<file path="config.mk">
export PLATFORM = sky130hd
export DESIGN_NAME = aib_link_bringup_seq_flat
export DESIGN_NICKNAME = d
export VERILOG_FILES = /design/src/rtl/aib_link_bringup_seq_if.sv /design/src/rtl/aib_link_bringup_seq.sv /design/src/flat_wrapper.sv
export SDC_FILE = /design/constraint.sdc
export NUM_CORES = 1
export LEC_CHECK = 0
export CORE_AREA = 3 3 159 161
export DETAILED_ROUTE_END_ITERATION = 12
export DIE_AREA = 0 0 162 164
export SLEW_MARGIN = 30
export SYNTH_ARGS = -nofsm -noshare
export SYNTH_HDL_FRONTEND = slang
export SYNTH_SLANG_ARGS = --single-unit
export TNS_END_PERCENT = 5
</file>
<file path="constraint.sdc">
create_clock -name i_cfg_avmm_clk -period 2.3 [get_ports i_cfg_avmm_clk]
set_input_delay 0.345 -clock i_cfg_avmm_clk [delete_from_list [all_inputs] [get_ports i_cfg_avmm_clk]]
set_output_delay 0.345 -clock i_cfg_avmm_clk [all_outputs]
set_load 0.005 [all_outputs]
</file>
<file path="src/rtl/aib_link_bringup_seq_if.sv">
// aib_link_bringup_seq_if
//   AVMM configuration port between the link bring-up sequencer and the
//   bridge master's AIB AVMM slave.
//   cfg_avmm_addr     17-bit register address
//   cfg_avmm_byte_en  byte enables, all ones while writing
//   cfg_avmm_write    write strobe
//   cfg_avmm_wdata    write data
//   cfg_avmm_waitreq  slave stall; the master holds its request while high
interface aib_link_bringup_seq_if #(
   parameter int AVMM_WIDTH = 32,
   parameter int BYTE_WIDTH = 4
);
   logic [16:0]           cfg_avmm_addr;
   logic [BYTE_WIDTH-1:0] cfg_avmm_byte_en;
   logic                  cfg_avmm_write;
   logic [AVMM_WIDTH-1:0] cfg_avmm_wdata;
   logic                  cfg_avmm_waitreq;

   modport master (
      output cfg_avmm_addr, cfg_avmm_byte_en, cfg_avmm_write, cfg_avmm_wdata,
      input  cfg_avmm_waitreq
   );

   modport slave (
      input  cfg_avmm_addr, cfg_avmm_byte_en, cfg_avmm_write, cfg_avmm_wdata,
      output cfg_avmm_waitreq
   );
endinterface

</file>
<file path="src/rtl/aib_link_bringup_seq.sv">
// aib_link_bringup_seq
//   Leader-side AIB link bring-up sequencer. Writes a config table over AVMM,
//   releases adapter reset, raises DCC/DLL lock requests and ns_mac_rdy, then
//   waits for far-side MAC ready plus RX alignment to hold for STABLE_CYC
//   cycles. Timeouts and link drops retry after a backoff, up to MAX_RETRY.
// Ports
//   i_cfg_avmm_clk / i_cfg_avmm_rst   clock, synchronous active-high reset
//   start                             level: 1 = bring up, 0 = abort to IDLE
//   cfg_tbl_addr / cfg_tbl_data       packed config table, entry i at slot i
//   avmm                              AVMM master port (interface)
//   ns_adapter_rstn, ms_*_lock_req,
//   ns_mac_rdy                        per-channel outputs (active bits only)
//   fs_mac_rdy, m_rx_align_done       per-channel status (active bits only)
//   link_up, link_fail, retry_cnt,
//   seq_state                         status / debug, all registered
module aib_link_bringup_seq #(
   parameter int NBR_CHNLS    = 24,
   parameter int ACTIVE_CHNLS = 1,
   parameter int AVMM_WIDTH   = 32,
   parameter int BYTE_WIDTH   = 4,
   parameter int NUM_CFG      = 4,
   parameter int RST_DLY      = 64,
   parameter int STABLE_CYC   = 16,
   parameter int TIMEOUT      = 65535,
   parameter int BACKOFF_CYC  = 256,
   parameter int MAX_RETRY    = 3
) (
   input  logic                                            i_cfg_avmm_clk,
   input  logic                                            i_cfg_avmm_rst,
   input  logic                                            start,
   input  logic [((NUM_CFG > 0) ? NUM_CFG : 1)*17-1:0]         cfg_tbl_addr,
   input  logic [((NUM_CFG > 0) ? NUM_CFG : 1)*AVMM_WIDTH-1:0] cfg_tbl_data,
   aib_link_bringup_seq_if.master                          avmm,
   output logic [NBR_CHNLS-1:0]                            ns_adapter_rstn,
   output logic [NBR_CHNLS-1:0]                            ms_rx_dcc_dll_lock_req,
   output logic [NBR_CHNLS-1:0]                            ms_tx_dcc_dll_lock_req,
   output logic [NBR_CHNLS-1:0]                            ns_mac_rdy,
   input  logic [NBR_CHNLS-1:0]                            fs_mac_rdy,
   input  logic [NBR_CHNLS-1:0]                            m_rx_align_done,
   output logic                                            link_up,
   output logic                                            link_fail,
   output logic [3:0]                                      retry_cnt,
   output logic [3:0]                                      seq_state
);

   // A zero-entry table still needs one legal slot for the port width.
   localparam int TBL_N = (NUM_CFG > 0) ? NUM_CFG : 1;
   localparam int IW    = (TBL_N > 1) ? $clog2(TBL_N) : 1;
   localparam int TMAX  = (RST_DLY > TIMEOUT) ?
                          ((RST_DLY > BACKOFF_CYC) ? RST_DLY : BACKOFF_CYC) :
                          ((TIMEOUT > BACKOFF_CYC) ? TIMEOUT : BACKOFF_CYC);
   localparam int TW    = $clog2(TMAX + 1);
   localparam int SW    = $clog2(STABLE_CYC + 1);

   // Terminal values: each counter stops at its compare value, so none wraps.
   localparam logic [IW-1:0] IDX_LAST = IW'(TBL_N - 1);
   localparam logic [TW-1:0] RST_LAST = TW'(RST_DLY - 1);
   localparam logic [TW-1:0] TO_LAST  = TW'(TIMEOUT - 1);
   localparam logic [TW-1:0] BO_LAST  = TW'(BACKOFF_CYC - 1);
   localparam logic [SW-1:0] STB_LAST = SW'(STABLE_CYC - 1);

   function automatic logic [NBR_CHNLS-1:0] act_mask_f();
      logic [NBR_CHNLS-1:0] m;
      for (int i = 0; i < NBR_CHNLS; i++) m[i] = (i < ACTIVE_CHNLS);
      return m;
   endfunction
   localparam logic [NBR_CHNLS-1:0] ACT_MASK = act_mask_f();

   typedef enum logic [3:0] {
      S_IDLE      = 4'd0,
      S_CFG_WR    = 4'd1,
      S_ADAPT_RST = 4'd2,
      S_LOCK_REQ  = 4'd3,
      S_WAIT_ALGN = 4'd4,
      S_LINK_UP   = 4'd5,
      S_BACKOFF   = 4'd6,
      S_FAIL      = 4'd7
   } state_t;

   state_t         state_q, nxt_state;
   logic [IW-1:0]  idx_q,   nxt_idx;
   logic [TW-1:0]  tmr_q,   nxt_tmr;
   logic [SW-1:0]  stb_q,   nxt_stb;
   logic [3:0]     retry_q, nxt_retry;
   logic           ok;
   logic           wr_n, rstn_n, lock_n;

   // Inactive channels are forced to 1 so they never block the AND-reduce.
   assign ok = &((fs_mac_rdy | ~ACT_MASK) & (m_rx_align_done | ~ACT_MASK));

   always_comb begin
      nxt_state = state_q;
      nxt_idx   = idx_q;
      nxt_tmr   = tmr_q;
      nxt_stb   = stb_q;
      nxt_retry = retry_q;
      case (state_q)
         S_IDLE: begin
            nxt_idx = '0;
            nxt_tmr = '0;
            nxt_stb = '0;
            if (start) nxt_state = (NUM_CFG == 0) ? S_ADAPT_RST : S_CFG_WR;
         end
         S_CFG_WR: begin
            // The write is always pending here, so an abort waits for accept.
            if (!avmm.cfg_avmm_waitreq) begin
               if (!start)                 nxt_state = S_IDLE;
               else if (idx_q == IDX_LAST) begin
                  nxt_state = S_ADAPT_RST;
                  nxt_tmr   = '0;
               end else                    nxt_idx = idx_q + 1'b1;
            end
         end
         S_ADAPT_RST: begin
            if (!start)                 nxt_state = S_IDLE;
            else if (tmr_q == RST_LAST) begin
               nxt_state = S_LOCK_REQ;
               nxt_tmr   = '0;
            end else                    nxt_tmr = tmr_q + 1'b1;
         end
         S_LOCK_REQ: begin
            nxt_tmr = '0;
            nxt_stb = '0;
            nxt_state = start ? S_WAIT_ALGN : S_IDLE;
         end
         S_WAIT_ALGN: begin
            nxt_stb = ok ? stb_q + 1'b1 : '0;
            nxt_tmr = tmr_q + 1'b1;
            if (!start) nxt_state = S_IDLE;
            else if (ok && stb_q == STB_LAST) begin
               // Stability wins over a timeout landing on the same cycle.
               nxt_state = S_LINK_UP;
               nxt_stb   = stb_q;
               nxt_tmr   = '0;
            end else if (tmr_q == TO_LAST) begin
               nxt_state = S_BACKOFF;
               nxt_retry = retry_q + 1'b1;
               nxt_tmr   = '0;
            end
         end
         S_LINK_UP: begin
            if (!start) nxt_state = S_IDLE;
            else if (!ok) begin
               nxt_state = S_BACKOFF;
               nxt_retry = retry_q + 1'b1;
               nxt_tmr   = '0;
            end
         end
         S_BACKOFF: begin
            // retry_cnt was bumped on entry; only MAX_RETRY+1 reaches FAIL.
            if (!start)                           nxt_state = S_IDLE;
            else if (retry_q > 4'(MAX_RETRY))     nxt_state = S_FAIL;
            else if (tmr_q == BO_LAST) begin
               nxt_state = S_ADAPT_RST;
               nxt_tmr   = '0;
            end else                              nxt_tmr = tmr_q + 1'b1;
         end
         S_FAIL: begin
            if (!start) nxt_state = S_IDLE;
         end
         default: nxt_state = S_IDLE;
      endcase
      // Clear on the way into IDLE so IDLE itself already shows zero.
      if (nxt_state == S_IDLE) nxt_retry = '0;
   end

   // Output decode from next state so every output is a flop.
   always_comb begin
      wr_n   = (nxt_state == S_CFG_WR);
      lock_n = (nxt_state == S_LOCK_REQ) || (nxt_state == S_WAIT_ALGN) ||
               (nxt_state == S_LINK_UP);
      rstn_n = lock_n || (nxt_state == S_ADAPT_RST);
   end

   always_ff @(posedge i_cfg_avmm_clk) begin
      if (i_cfg_avmm_rst) begin
         state_q                <= S_IDLE;
         idx_q                  <= '0;
         tmr_q                  <= '0;
         stb_q                  <= '0;
         retry_q                <= '0;
         avmm.cfg_avmm_write    <= 1'b0;
         avmm.cfg_avmm_addr     <= '0;
         avmm.cfg_avmm_wdata    <= '0;
         avmm.cfg_avmm_byte_en  <= '0;
         ns_adapter_rstn        <= '0;
         ms_rx_dcc_dll_lock_req <= '0;
         ms_tx_dcc_dll_lock_req <= '0;
         ns_mac_rdy             <= '0;
         link_up                <= 1'b0;
         link_fail              <= 1'b0;
      end else begin
         state_q                <= nxt_state;
         idx_q                  <= nxt_idx;
         tmr_q                  <= nxt_tmr;
         stb_q                  <= nxt_stb;
         retry_q                <= nxt_retry;
         avmm.cfg_avmm_write    <= wr_n;
         avmm.cfg_avmm_addr     <= wr_n ? cfg_tbl_addr[17*nxt_idx +: 17] : '0;
         avmm.cfg_avmm_wdata    <= wr_n ? cfg_tbl_data[AVMM_WIDTH*nxt_idx +: AVMM_WIDTH] : '0;
         avmm.cfg_avmm_byte_en  <= wr_n ? '1 : '0;
         ns_adapter_rstn        <= rstn_n ? ACT_MASK : '0;
         ms_rx_dcc_dll_lock_req <= lock_n ? ACT_MASK : '0;
         ms_tx_dcc_dll_lock_req <= lock_n ? ACT_MASK : '0;
         ns_mac_rdy             <= lock_n ? ACT_MASK : '0;
         link_up                <= (nxt_state == S_LINK_UP);
         link_fail              <= (nxt_state == S_FAIL);
      end
   end

   assign retry_cnt = retry_q;
   assign seq_state = state_q;

endmodule

</file>
<file path="src/flat_wrapper.sv">
// flat-port wrapper written by rule: the top's interface ports become plain ports
module aib_link_bringup_seq_flat 
#(
   parameter int NBR_CHNLS    = 24,
   parameter int ACTIVE_CHNLS = 1,
   parameter int AVMM_WIDTH   = 32,
   parameter int BYTE_WIDTH   = 4,
   parameter int NUM_CFG      = 4,
   parameter int RST_DLY      = 64,
   parameter int STABLE_CYC   = 16,
   parameter int TIMEOUT      = 65535,
   parameter int BACKOFF_CYC  = 256,
   parameter int MAX_RETRY    = 3
)
  (i_cfg_avmm_clk, i_cfg_avmm_rst, start, cfg_tbl_addr, cfg_tbl_data, ns_adapter_rstn, ms_rx_dcc_dll_lock_req, ms_tx_dcc_dll_lock_req, ns_mac_rdy, fs_mac_rdy, m_rx_align_done, link_up, link_fail, retry_cnt, seq_state, avmm_cfg_avmm_addr, avmm_cfg_avmm_byte_en, avmm_cfg_avmm_write, avmm_cfg_avmm_wdata, avmm_cfg_avmm_waitreq);
  aib_link_bringup_seq_if #(.AVMM_WIDTH(AVMM_WIDTH), .BYTE_WIDTH(BYTE_WIDTH)) avmm_i ();
  input  logic i_cfg_avmm_clk;
  input  logic i_cfg_avmm_rst;
  input  logic start;
  input  logic [((NUM_CFG > 0) ? NUM_CFG : 1)*17-1:0] cfg_tbl_addr;
  input  logic [((NUM_CFG > 0) ? NUM_CFG : 1)*AVMM_WIDTH-1:0] cfg_tbl_data;
  output logic [NBR_CHNLS-1:0] ns_adapter_rstn;
  output logic [NBR_CHNLS-1:0] ms_rx_dcc_dll_lock_req;
  output logic [NBR_CHNLS-1:0] ms_tx_dcc_dll_lock_req;
  output logic [NBR_CHNLS-1:0] ns_mac_rdy;
  input  logic [NBR_CHNLS-1:0] fs_mac_rdy;
  input  logic [NBR_CHNLS-1:0] m_rx_align_done;
  output logic link_up;
  output logic link_fail;
  output logic [3:0] retry_cnt;
  output logic [3:0] seq_state;
  output wire logic [$bits(avmm_i.cfg_avmm_addr)-1:0] avmm_cfg_avmm_addr;
  output wire logic [$bits(avmm_i.cfg_avmm_byte_en)-1:0] avmm_cfg_avmm_byte_en;
  output wire logic [$bits(avmm_i.cfg_avmm_write)-1:0] avmm_cfg_avmm_write;
  output wire logic [$bits(avmm_i.cfg_avmm_wdata)-1:0] avmm_cfg_avmm_wdata;
  input wire logic [$bits(avmm_i.cfg_avmm_waitreq)-1:0] avmm_cfg_avmm_waitreq;
  assign avmm_cfg_avmm_addr = avmm_i.cfg_avmm_addr;
  assign avmm_cfg_avmm_byte_en = avmm_i.cfg_avmm_byte_en;
  assign avmm_cfg_avmm_write = avmm_i.cfg_avmm_write;
  assign avmm_cfg_avmm_wdata = avmm_i.cfg_avmm_wdata;
  assign avmm_i.cfg_avmm_waitreq = avmm_cfg_avmm_waitreq;
  aib_link_bringup_seq #(.NBR_CHNLS(NBR_CHNLS), .ACTIVE_CHNLS(ACTIVE_CHNLS), .AVMM_WIDTH(AVMM_WIDTH), .BYTE_WIDTH(BYTE_WIDTH), .NUM_CFG(NUM_CFG), .RST_DLY(RST_DLY), .STABLE_CYC(STABLE_CYC), .TIMEOUT(TIMEOUT), .BACKOFF_CYC(BACKOFF_CYC), .MAX_RETRY(MAX_RETRY)) u_core (.i_cfg_avmm_clk(i_cfg_avmm_clk), .i_cfg_avmm_rst(i_cfg_avmm_rst), .start(start), .cfg_tbl_addr(cfg_tbl_addr), .cfg_tbl_data(cfg_tbl_data), .avmm(avmm_i), .ns_adapter_rstn(ns_adapter_rstn), .ms_rx_dcc_dll_lock_req(ms_rx_dcc_dll_lock_req), .ms_tx_dcc_dll_lock_req(ms_tx_dcc_dll_lock_req), .ns_mac_rdy(ns_mac_rdy), .fs_mac_rdy(fs_mac_rdy), .m_rx_align_done(m_rx_align_done), .link_up(link_up), .link_fail(link_fail), .retry_cnt(retry_cnt), .seq_state(seq_state));
endmodule
</file>
==> results of run 1 <==
## state kept, by name (all words and copies together) (netlist names)
register	count
u_core.avmm.cfg_avmm_wdata	32
u_core.link_fail	1
u_core.link_up	1
u_core.stb_q	5
u_core.ns_adapter_rstn	1
u_core.avmm.cfg_avmm_addr	17
u_core.ns_mac_rdy	1
u_core.idx_q	2
u_core.retry_cnt	4
u_core.tmr_q	16
u_core.avmm.cfg_avmm_byte_en	1
u_core.seq_state	4
## report_power, final
part	switching [W]	internal, W
logic	0.000243	0.000544
registers	0.0000150	0.00151
clock network	0.000694	0.000781
total	0.000952	0.00283
## per-layer routing
layer / up-vias / GRT usage, % / wire, µm
met5: - / 0 / 0
met1: 2121 / 16.7 / 7770
met4: 0 / 3.68 / 353
met3: 24 / 3.71 / 1700
li1: 2122 / - / -
met2: 250 / 20.2 / 8750
## worst max-delay path by stage
stage / from / to / slack (ns) / cells past startpoint
floorplan: u_core.seq_state[3]$_SDFF_PP0_ / u_core.avmm.cfg_avmm_addr[16]$_SDFF_PP0_ / 0.03 / 8
CTS: u_core.tmr_q[0]$_SDFFE_PP0P_ / u_core.tmr_q[8]$_SDFFE_PP0P_ / 0.0003 / 8
detailed placement: avmm_cfg_avmm_waitreq / u_core.avmm.cfg_avmm_wdata[12]$_SDFF_PP0_ / -0.20 / 7
global route: u_core.seq_state[1]$_SDFF_PP0_ / u_core.tmr_q[8]$_SDFFE_PP0P_ / -0.04 / 8
finish: u_core.seq_state[1]$_SDFF_PP0_ / u_core.tmr_q[8]$_SDFFE_PP0P_ / 0.07 / 8
global placement: avmm_cfg_avmm_waitreq / u_core.avmm.cfg_avmm_addr[2]$_SDFF_PP0_ / -0.20 / 7
## worst max-delay path, stage by stage (launching register included)
cell and delay (ns):
sky130_fd_sc_hd__dfxtp_1 0.34, sky130_fd_sc_hd__buf_4 0.20, sky130_fd_sc_hd__nand2b_1 0.12, sky130_fd_sc_hd__or3_1 0.33
sky130_fd_sc_hd__a21oi_2 0.23, sky130_fd_sc_hd__nor3_2 0.10, sky130_fd_sc_hd__buf_4 0.16, sky130_fd_sc_hd__or4_1 0.48
sky130_fd_sc_hd__a31oi_2 0.21
## through the flow
step | hold slack [ns] | power (W) | std cells | TNS (ns)
6_report | 0.504 | 0.00378 | 1109 | 0
3_3_place_gp | 0.488 | 0.00233 | 1091 | -8.24
4_1_cts | 0.509 | 0.00385 | 1107 | 0
2_1_floorplan | 0.471 | 0.00194 | 576 | 0
5_1_grt | 0.534 | 0.00396 | 1109 | -0.0582
3_5_place_dp | 0.501 | 0.00233 | 1091 | -8.58
## placed cells by master (no fill, tap or decap), types with 4 or more instances in the layout
cell                              count
sky130_fd_sc_hd__nor2b_2              8
sky130_fd_sc_hd__xnor2_1             14
sky130_fd_sc_hd__nand4_1              9
sky130_fd_sc_hd__buf_4               37
sky130_fd_sc_hd__dfxtp_1             83
sky130_fd_sc_hd__clkbuf_16           10
sky130_fd_sc_hd__conb_1              93
sky130_fd_sc_hd__nand3_1              9
sky130_fd_sc_hd__nor2b_1             46
sky130_fd_sc_hd__a21oi_1              7
sky130_fd_sc_hd__nor3_1              10
sky130_fd_sc_hd__clkdlybuf4s50_1    269
sky130_fd_sc_hd__or3_1                4
sky130_fd_sc_hd__nand2_1             15
sky130_fd_sc_hd__and3_1               5
sky130_fd_sc_hd__nor2_1              31
sky130_fd_sc_hd__inv_1                8
sky130_fd_sc_hd__xor2_1               5
sky130_fd_sc_hd__mux4_2              49
sky130_fd_sc_hd__buf_12               7
## cell type report
type,count,area share (%)
clock buffers,10,2.79
repair buffers,314,36.6
inverters,8,0.351
well taps,324,4.74
multi-input cells,362,35.0
flip-flops and latches,85,19.9
clock inverters,6,0.614
## kinds of logic after synthesis
family | count (synthesis) | synth area share [%]
compound gates | 32 | 4.83
other cells | 1 | 0.0724
mux | 51 | 21.7
buf+inv | 130 | 17.8
simple gates | 161 | 18.3
flops | 85 | 32.9
xor+xnor | 19 | 3.21
fa+ha+maj | 5 | 1.21
## repair_timing
item                       CTS  global route
resized for setup            5            12
pin swaps                    2             7
setup endpoints to repair   43            73
cloned                       0             2
==> summary by stage, run 1 <==
Route
The iteration-0 DRC count of the detailed router is 204. For this block, the routed nets add up to 18600 µm of wire. The post-route DRC violation count is 0. The number of iterations in the first detailed-routing pass is 4. The routed layout has roughly 4500 vias. The routed via count divided by cell count is between 4 and 5. The detailed-route wire length per cell is 16.7 µm. The residual antenna-violating net count after detailed routing is 0.

Setup path
For flop-to-flop paths, the worst setup slack is 0.07 ns. The endpoint identified for the worst register-to-register timing path is u_core.tmr_q[8]$_SDFFE_PP0P_. The worst register-to-register path begins at u_core.seq_state[1]$_SDFF_PP0_. The worst setup path is of the register to register kind. STA puts the critical path data required time at 2.57 ns. STA classifies the critical path startpoint as a register. The maximum fanout encountered on the critical timing path is 16. For the worst setup path, the data arrival time is roughly 2.5 ns.

The worst setup path is captured at a register. The worst register-to-register path has a depth of 8.

Timing
Subtracting the final worst setup slack from the clock period gives 2.23 ns. Setup repair after global routing could not meet its margin everywhere. Dividing the final minimum period by the clock period gives 97.0%. The final count of pins violating max slew is 0.

The number of failing hold endpoints at the final stage is 0. Setup violations remaining at the end of the flow were counted as 0. Across the routed clock network, the largest skew measured is 0.0109 ns. The highest clock frequency the design can meet is 448 MHz. The final setup slack of the worst path is 0.0689 ns.

Place
Timing analysis after detailed placement gives a worst setup slack of -0.196 ns. During placement, the flow inserted port buffers numbering around 270. The HPWL after detailed placement is 15000 µm.

At the end of routability-driven placement, the weighted congestion stood at a little over 0.8. The total placed instance area is a little over 8000 µm².

Yosys
The number of distinct library cells after synthesis is 57. The commonest register cell after synthesis is sky130_fd_sc_hd__dfxtp_1. Yosys mapped a number of flops with a built-in enable equal to 0. The synthesized area is 5180 µm². The count of warnings emitted by yosys is 0.

The most common cell in the synthesized netlist is sky130_fd_sc_hd__buf_4. The post-synthesis sequential area ratio is 32.9%. Yosys attributes the largest share of cell area to sky130_fd_sc_hd__dfxtp_1 33%, sky130_fd_sc_hd__mux4_2 21%, sky130_fd_sc_hd__buf_4 15%.

After synthesis, the share of flip-flops with an asynchronous set or reset is 0%. Of all cell types, the one taking the most synthesized area is sky130_fd_sc_hd__dfxtp_1. The average instance in the mapped netlist occupies 10.7 µm². Ranked by instance count, the synthesized netlist is headed by 103 x sky130_fd_sc_hd__buf_4, 85 x sky130_fd_sc_hd__dfxtp_1, 49 x sky130_fd_sc_hd__mux4_2, 49 x sky130_fd_sc_hd__nor2b_1, 31 x sky130_fd_sc_hd__nor2_1.

Counting flops and latches in the post-synthesis netlist gives 85. Synthesis produced a netlist whose cell count is around 480. The fraction of post-synthesis cell area in the top cell type by area is 32.9%.

Min path
The critical hold path startpoint is u_core.stb_q[4]$_SDFFE_PP0P_. Along the worst hold path, the cell count comes to 2. The end point of the most critical hold path is u_core.stb_q[4]$_SDFFE_PP0P_. The min-delay analysis places its worst path in the category register to register.

Clocking
The longest clock path from root to sink contains 2 buffers. After clock tree synthesis, the clock-pin slew on the worst setup and hold paths is 0.07 ns. The clock buffer count from CTS is 9. The number of buffers inserted by post-CTS setup repair is 0. For the worst-skew pair, the clock arrives at the later sink with an insertion delay of about 0.34 ns. The number of clock sinks is 85. TritonCTS built the clock tree. The clock tree root buffer cell is sky130_fd_sc_hd__clkbuf_16. The depth of the CTS H-tree is 3. In this run, post-CTS hold repair placed 0 buffers.

Final layout
After the last flow step, the layout net total stands at just over 1000. The diode insertion count for antenna repair is 0. Compared with the post-synthesis result, the final layout area differs by 65.3%. Fill cells in the final layout number around 2400. The utilization after layout is 35.5%.

Once layout is done, the placed cells without fillers occupy approximately 8600 µm². The fraction of layout instances using a drive strength above 1 is 18.3%. The total area of multi-input combinational cells is between 2000 and 3000 µm². The sequential cell area is between 1500 and 2000 µm².

Pwr
The analysis attributes to cell leakage a power of 3.07 nW. Across the VDD grid, the largest voltage drop is 0.291 mV. For this design the ratio of total power to cell area is ~440 nW/µm².

Floorplan
The die covers 26600 µm². The die extent in y is 164 µm. The count of standard-cell rows is between 50 and 60. The core area is 24100 µm². The width of the die is between 150 and 200 µm.

approximately 410 I/O pins were placed. The starting density of the core is about 21%.

Global route
The first global-routing pass estimated 25400 µm of wire. The number of global-route vias before repair came to 4233. In the global route stage, overall resource usage came out at 12.7%. The pin count of the biggest net entering global routing is 44. The initial antenna violation count came to 0. Summed over all layers, the global routing overflow is 0.

Run status
The flow ran to the end, and the final reports show no timing, DRC or antenna violations.

Run
Across the run, the number of max-cap violations was 0.
No activity file was read; power rests on OpenSTA's default activity.
==> run 2: changes to the inputs <==
ABC_CLOCK_PERIOD_IN_PS = 2300   (was unset)
==> results of run 2 <==
Same layout as run 1: the final DEF is identical, and so are final timing and power.
==> run 3: changes to the inputs <==
==> constraint.sdc (replaced) <==
create_clock -name i_cfg_avmm_clk -period 2.3 [get_ports i_cfg_avmm_clk]
set_input_delay 0.345 -clock i_cfg_avmm_clk [delete_from_list [all_inputs] [get_ports i_cfg_avmm_clk]]
set_output_delay 0.345 -clock i_cfg_avmm_clk [all_outputs]
set_load 0.01 [all_outputs]
==> results of run 3 <==
Same layout as run 1 (identical final DEF). Status: finished clean.
Main changes from that run: total power 0.00378 W -> 0.00383 W; worst IR drop on VDD 0.291 mV -> 0.292 mV
